$ cat config.mk
export PLATFORM = sky130hd
export DESIGN_NAME = sort_drain
export DESIGN_NICKNAME = d
export VERILOG_FILES = /design/src/rtl/sort_pkg.sv /design/src/rtl/sort_frame_fifo.sv /design/src/rtl/sort_drain.sv
export SDC_FILE = /design/constraint.sdc
export NUM_CORES = 1
export LEC_CHECK = 0
export CELL_PAD_IN_SITES_DETAIL_PLACEMENT = 0
export CELL_PAD_IN_SITES_GLOBAL_PLACEMENT = 2
export CORE_AREA = 2 2 129 131
export DETAILED_ROUTE_END_ITERATION = 8
export DIE_AREA = 0 0 131 133
export GPL_ROUTABILITY_DRIVEN = 0
export GPL_TIMING_DRIVEN = 0
export MAX_ROUTING_LAYER = met4
export PLACE_DENSITY = 0.85
export SYNTH_ARGS = -nofsm -noshare
export SYNTH_HDL_FRONTEND = slang
export SYNTH_SLANG_ARGS = --single-unit
$ cat constraint.sdc
create_clock -name clk -period 2.9 [get_ports clk]
set_clock_uncertainty 0.1 [all_clocks]
set_input_delay 0.58 -clock clk [delete_from_list [all_inputs] [get_ports clk]]
set_output_delay 0.58 -clock clk [all_outputs]
set_load 0.02 [all_outputs]
$ cat src/rtl/sort_pkg.sv
// sort_pkg -- shared parameters and helpers for the sort pipeline blocks.
//   M          : elements per input vector of the sort pipeline
//   N          : element width in bits
//   W          : number of ranked maxima produced per vector (frame width)
//   frame_t    : one aligned frame, lane 0 = largest element
//   clog2()    : ceiling log2, used for index, pointer and level widths
package sort_pkg;

  localparam int M = 8;
  localparam int N = 8;
  localparam int W = 4;

  typedef logic [W-1:0][N-1:0] frame_t;

  function automatic int clog2(input int value);
    int res;
    int v;
    res = 0;
    v = value - 1;
    while (v > 0) begin
      res++;
      v = v >> 1;
    end
    return res;
  endfunction

endpackage

$ cat src/rtl/sort_frame_fifo.sv
// sort_frame_fifo -- synchronous FIFO holding whole frames.
//   clk, rst_n : clock, asynchronous active-low reset (pointers only)
//   push/wdata : write a frame; ignored when full unless a pop happens
//                in the same cycle
//   pop/rdata  : rdata always shows the head frame; pop advances it
//   full/empty : occupancy flags
//   level      : number of frames held
module sort_frame_fifo
  import sort_pkg::*;
#(
  parameter int DEPTH = 4,
  parameter int FW    = 32
) (
  input  logic                  clk,
  input  logic                  rst_n,
  input  logic                  push,
  input  logic [FW-1:0]         wdata,
  input  logic                  pop,
  output logic [FW-1:0]         rdata,
  output logic                  full,
  output logic                  empty,
  output logic [clog2(DEPTH):0] level
);

  localparam int AW = clog2(DEPTH);

  logic [FW-1:0] mem [DEPTH];
  logic [AW:0]   wr_ptr;
  logic [AW:0]   rd_ptr;
  logic          do_push;
  logic          do_pop;

  // The extra pointer MSB tells a wrapped-full FIFO from an empty one.
  assign empty   = (wr_ptr == rd_ptr);
  assign full    = (wr_ptr[AW] != rd_ptr[AW]) &&
                   (wr_ptr[AW-1:0] == rd_ptr[AW-1:0]);
  assign level   = wr_ptr - rd_ptr;
  assign do_pop  = pop && !empty;
  // A simultaneous pop frees the head slot, so a push into a full FIFO
  // can reuse it on the same edge.
  assign do_push = push && (!full || do_pop);
  assign rdata   = mem[rd_ptr[AW-1:0]];

  always_ff @(posedge clk or negedge rst_n) begin
    if (!rst_n) begin
      wr_ptr <= '0;
      rd_ptr <= '0;
    end else begin
      if (do_push) wr_ptr <= wr_ptr + 1'b1;
      if (do_pop)  rd_ptr <= rd_ptr + 1'b1;
    end
  end

  always_ff @(posedge clk) begin
    if (do_push) mem[wr_ptr[AW-1:0]] <= wdata;
  end

endmodule

$ cat src/rtl/sort_drain.sv
// sort_drain -- deskews the sort pipeline's per-stage maxima into frames,
// queues them and serializes each frame one element per handshake.
//   clk, rst_n : clock, asynchronous active-low reset
//   i_vld      : tag for the vector entering the sort pipeline this cycle
//   i_y_q      : W lanes of N bits, lane i arrives i+1 cycles after entry
//   o_data     : current element, o_valid qualifies it, i_ready accepts it
//   o_idx      : rank of o_data within its frame (0 = largest)
//   o_last     : marks rank W-1
//   o_ovf      : sticky, set when a frame was dropped on a full FIFO
//   o_level    : frames currently queued
module sort_drain
  import sort_pkg::*;
#(
  parameter int FIFO_DEPTH = 4
) (
  input  logic                       clk,
  input  logic                       rst_n,
  input  logic                       i_vld,
  input  logic [W*N-1:0]             i_y_q,
  output logic [N-1:0]               o_data,
  output logic                       o_valid,
  input  logic                       i_ready,
  output logic [clog2(W)-1:0]        o_idx,
  output logic                       o_last,
  output logic                       o_ovf,
  output logic [clog2(FIFO_DEPTH):0] o_level
);

  localparam int IW = clog2(W);
  localparam int LW = clog2(FIFO_DEPTH) + 1;

  localparam logic [0:0] IDLE = 1'b0;
  localparam logic [0:0] SEND = 1'b1;

  frame_t         frame_al;
  frame_t         head;
  logic [W*N-1:0] head_raw;
  logic [W-1:0]   vld_sr;
  logic           push_req;
  logic           push_ok;
  logic           pop;
  logic           hs;
  logic           fifo_full;
  logic           fifo_empty;
  logic [LW-1:0]  level_nxt;
  logic [0:0]     state;
  logic [0:0]     state_nxt;
  logic [IW-1:0]  idx;
  logic           ovf;

  // Deskew: lane g gets W-1-g delay stages so every lane lines up with
  // the last one, which arrives W cycles after entry.
  for (genvar g = 0; g < W; g++) begin : g_lane
    if (g == W-1) begin : g_direct
      assign frame_al[g] = i_y_q[g*N +: N];
    end else begin : g_dly
      logic [N-1:0] dly [W-1-g];
      always_ff @(posedge clk or negedge rst_n) begin
        if (!rst_n) begin
          for (int k = 0; k < W-1-g; k++) dly[k] <= '0;
        end else begin
          dly[0] <= i_y_q[g*N +: N];
          for (int k = 1; k < W-1-g; k++) dly[k] <= dly[k-1];
        end
      end
      assign frame_al[g] = dly[W-2-g];
    end
  end

  // Valid tag travels W stages so it marks the aligned frame.
  always_ff @(posedge clk or negedge rst_n) begin
    if (!rst_n) vld_sr <= '0;
    else        vld_sr <= {vld_sr[W-2:0], i_vld};
  end

  assign push_req = vld_sr[W-1];

  // Frame queue / serializer boundary
  assign o_valid = (state == SEND);
  assign hs      = o_valid && i_ready;
  assign pop     = hs && (idx == IW'(W-1));
  assign push_ok = push_req && (!fifo_full || pop);

  sort_frame_fifo #(
    .DEPTH (FIFO_DEPTH),
    .FW    (W*N)
  ) u_fifo (
    .clk   (clk),
    .rst_n (rst_n),
    .push  (push_ok),
    .wdata (frame_al),
    .pop   (pop),
    .rdata (head_raw),
    .full  (fifo_full),
    .empty (fifo_empty),
    .level (o_level)
  );

  assign level_nxt = o_level + LW'(push_ok) - LW'(pop);

  // The FSM looks at the occupancy the FIFO will have after this edge, so
  // a frame written this cycle is already being presented next cycle.
  always_comb begin
    state_nxt = state;
    case (state)
      IDLE:    if (!fifo_empty || push_ok) state_nxt = SEND;
      SEND:    if (pop && (level_nxt == '0)) state_nxt = IDLE;
      default: state_nxt = IDLE;
    endcase
  end

  always_ff @(posedge clk or negedge rst_n) begin
    if (!rst_n) begin
      state <= IDLE;
      idx   <= '0;
      ovf   <= 1'b0;
    end else begin
      state <= state_nxt;
      if (hs) idx <= (idx == IW'(W-1)) ? '0 : idx + 1'b1;
      if (push_req && fifo_full && !pop) ovf <= 1'b1;
    end
  end

  assign head   = head_raw;
  assign o_data = o_valid ? head[idx] : '0;
  assign o_idx  = idx;
  assign o_last = o_valid && (idx == IW'(W-1));
  assign o_ovf  = ovf;

endmodule

==> results of run 1 <==
placed cells by master, fill, tap and decap left out, types with 3 or more instances in the layout:
cell	instances
a22oi_1	20
inv_1	7
edfxtp_1	128
dlygate4sd2_1	3
xnor2_1	4
clkbuf_1	4
nand3_1	4
nand2_1	18
buf_6	6
dfrtp_1	60
nor2_1	7
buf_4	7
buf_2	5
mux2_2	3
ha_1	9
clkbuf_16	20
mux4_2	8
mux2i_1	48
clkdlybuf4s50_1	40
nor2b_1	4
and2_2	4
o22ai_2	3
critical path: stages, from the launching register on:
cell	delay, ns
dfrtp_2	0.43
buf_8	0.19
mux4_2	0.51
o211ai_1	0.18
nand2_1	0.10
dlygate4sd2_1	0.33
layer usage:
metal  track usage  share of wire
met5             -              0
met4        0.0461         0.0083
met1         0.193           0.44
met3        0.0441          0.039
met2         0.248           0.52
cell families after synthesis:
family                   after synthesis  share of synthesized area
adder cells (fa/ha/maj)               12                     0.0238
AND/OR/NAND/NOR                       43                     0.0292
multiplexers                          59                      0.100
XOR/XNOR                               8                     0.0112
buffers and inverters                 22                     0.0195
flip-flops                           190                      0.777
AO/OA/AOI/OAI                         37                     0.0395
power by group through the flow:
stage               clock network [uW]  registers (uW)  logic (uW)
global placement                     0            3680        3180
floorplan                            0            3670        2070
CTS                               2350            3660        3200
finish                            2310            3650        3210
global route                      2480            3690        3510
detailed placement                   0            3710        3230
registers in the layout, summed over array words and instances, names as in the netlist, 2 cells and up:
name and flops:
frame_al 16, g_lane.g_dly.dly 32, o_idx 2, u_fifo.mem 128, u_fifo.rd_ptr 3, u_fifo.wr_ptr 3, vld_sr 4
per-stage QoR:
step	instances	hold slack (ns)	power, uW	utilization	setup WS, ns
after floorplan	371	0.184	5740	-	0.163
after global placement	642	0.232	6850	0.478	-0.933
after detailed placement	642	0.235	6930	0.478	-0.221
after CTS	673	0.175	9210	0.517	-0.0961
after global routing	676	0.206	9680	0.520	-0.0509
final	676	0.128	9170	0.520	0.0432
Yosys cell counts, drive strengths merged (4+ instances only):
cell type	instances
edfxtp	128
dfrtp	62
mux2i	48
a22oi	22
nand2	18
buf	11
ha	10
inv	8
mux4	8
nor2	8
and2	6
xnor2	6
o22ai	5
nand3	4
nor2b	4
layout make-up:
cell class / instances / share of cell area
flip-flops and latches: 190 / 0.642
multi-input cells: 159 / 0.173
plain buffers: 13 / 0.0155
well taps: 220 / 0.0327
repair buffers: 54 / 0.0595
clock buffers: 26 / 0.0646
inverters: 8 / 0.00402
clock inverters: 6 / 0.00819
final timing paths:
path	cells after the start	to
min reg2reg	0	g_lane[0].g_dly.dly[13]
max in group asynchronous	1	u_fifo.rd_ptr[0]
min in group clk	0	g_lane[0].g_dly.dly[13]
max reg2reg	13	o_valid
min	1	g_lane[2].g_dly.dly[7]
max	5	o_data[5]
timing repair:
item / in CTS / in global routing
gates resized for setup: 39 / 16
buffers inserted: 0 / 3
setup endpoints to repair: 11 / 9
==> run summary, run 1 <==
- run status: finished, final reports clean
- worst-path fanout max: 10
- via count of the first global-routing pass: 3418
- width of the die: 131 um
- clk sinks: 190
- number of flops mapped to enable cells by yosys: 128
- internal power component: 6200 uW
- syn_area_per_cell: 18.7 um2
- power density relative to cell area: 1090 mW/mm2
- number of maximum-capacitance constraint violations: 0
- Die Y-Extent: 133 um
- class of the worst hold path: input port to async pin
- DRC marker count from the first detailed-route iteration: 178
- net count after synthesis: 419
- CP endpoint kind: output port
- async set or reset register ratio after synthesis: 0.326
- max-slew headroom at the worst pin: 0.417
- Critical Setup Path Class: flop to output port
- overflow left after global routing: 0
- TritonCTS clock tree: done
- fraction of layout cells with a size suffix above 1: 0.178
- die outline area: 0.0174 mm2
- initial standard-cell utilization of the core: 0.429
- count of nets left with antenna violations after detail routing: 0
- worst reg-to-reg setup slack: 0.12 ns
- largest net degree at the start of global routing: 63
- wire length reported by the detailed router: 12000 um
- flop and latch count out of synthesis: 190
- initial antenna violation count: 0
- RSZ-0062 raised after global routing: true
- Crit path arrival time: 2.18 ns
- final period demand of the worst path: 2.86 ns
- timing startpoint of the critical path: u_fifo.rd_ptr[0]
- final-report max-slew violation count: 0
- core area: 0.0162 mm2
- post-route cell area: 0.00841 mm2
- post-synthesis cell type with the largest combined area: edfxtp_1
- Buffers on Ports: 51
- clk root buf: clkbuf_16
- floorplan row count: 47
- register area share after synthesis: 0.777
- Synthesis Warnings: 0
- global-route usage over all layers: 0.155
- final-report setup violation count: 0
- Final #Nets: 491
- combined area of all synthesized cells: 0.00694 mm2
- synth-to-layout area growth: 21.0%
- hold-fix buffers at CTS: 0
- maximum operating frequency: 350 MHz
- global-route wire length before repair: 18700 um
- crit start category: flop
- area of combinational cells with multiple inputs: 0.00146 mm2
- storage element area: 0.00540 mm2
- wire length per cell after detailed routing: 17.8 um
- via count: 3284
- Worst-Skew Late Latency: 0.42 ns
- biggest area contributors in the synthesized netlist: edfxtp_1 55%, dfrtp_1 22%, mux2i_1 6.9%
- Period Utilization, post-route: 0.985
- transition time at the pin with the least slew margin: 0.875 ns
- fraction of synthesized cell area taken by the top area cell type: 0.554
- Max clock buf depth: 2
- maximum VDD drop: 517 uV
- sequential group share of total power: 0.398
- number of inserted diodes: 0
- Via-to-Cell Ratio: 4.86
- number of H-tree branching levels: 4
- switching power share of the total: 0.325
- r2r startpoint: u_fifo.rd_ptr[1]
- Gate power share: 0.350
- placed cell area: 0.00773 mm2
- sw power: 2980 uW
- Setup TNS: 0 ns
- count of filler cells inserted in the layout: 1272
- leak pwr: 0.00317 uW
- clock-pin slew reported for the worst setup and hold paths after clock tree synthesis: 0.06 ns
- Req. time, crit path: 2.22 ns
- number of buffers added by the clock tree synthesis step: 17
- post-detailed-route DRC marker count: 0
- commonest register cell after synthesis: edfxtp_1
- library cells used by synthesis: 36
- number of instances in the synthesized netlist: 371
- Hold Violations, Final: 0
- count of boundary I/O pins: 52
- share of power burned in the clock network: 0.252
- 1st-pass router iterations: 4
- Final HPWL DP: 7390 um
(Power assumes the default switching activity.)
==> inputs of run 2 (changes only) <==
--- a/config.mk
+++ b/config.mk
@@ -5,6 +5,7 @@
 export SDC_FILE = /design/constraint.sdc
 export NUM_CORES = 1
 export LEC_CHECK = 0
+export ABC_CLOCK_PERIOD_IN_PS = 2900
 export CELL_PAD_IN_SITES_DETAIL_PLACEMENT = 0
 export CELL_PAD_IN_SITES_GLOBAL_PLACEMENT = 2
 export CORE_AREA = 2 2 129 131
==> results of run 2 <==
Same layout as run 1: the final DEF is identical, and so are final timing and power.
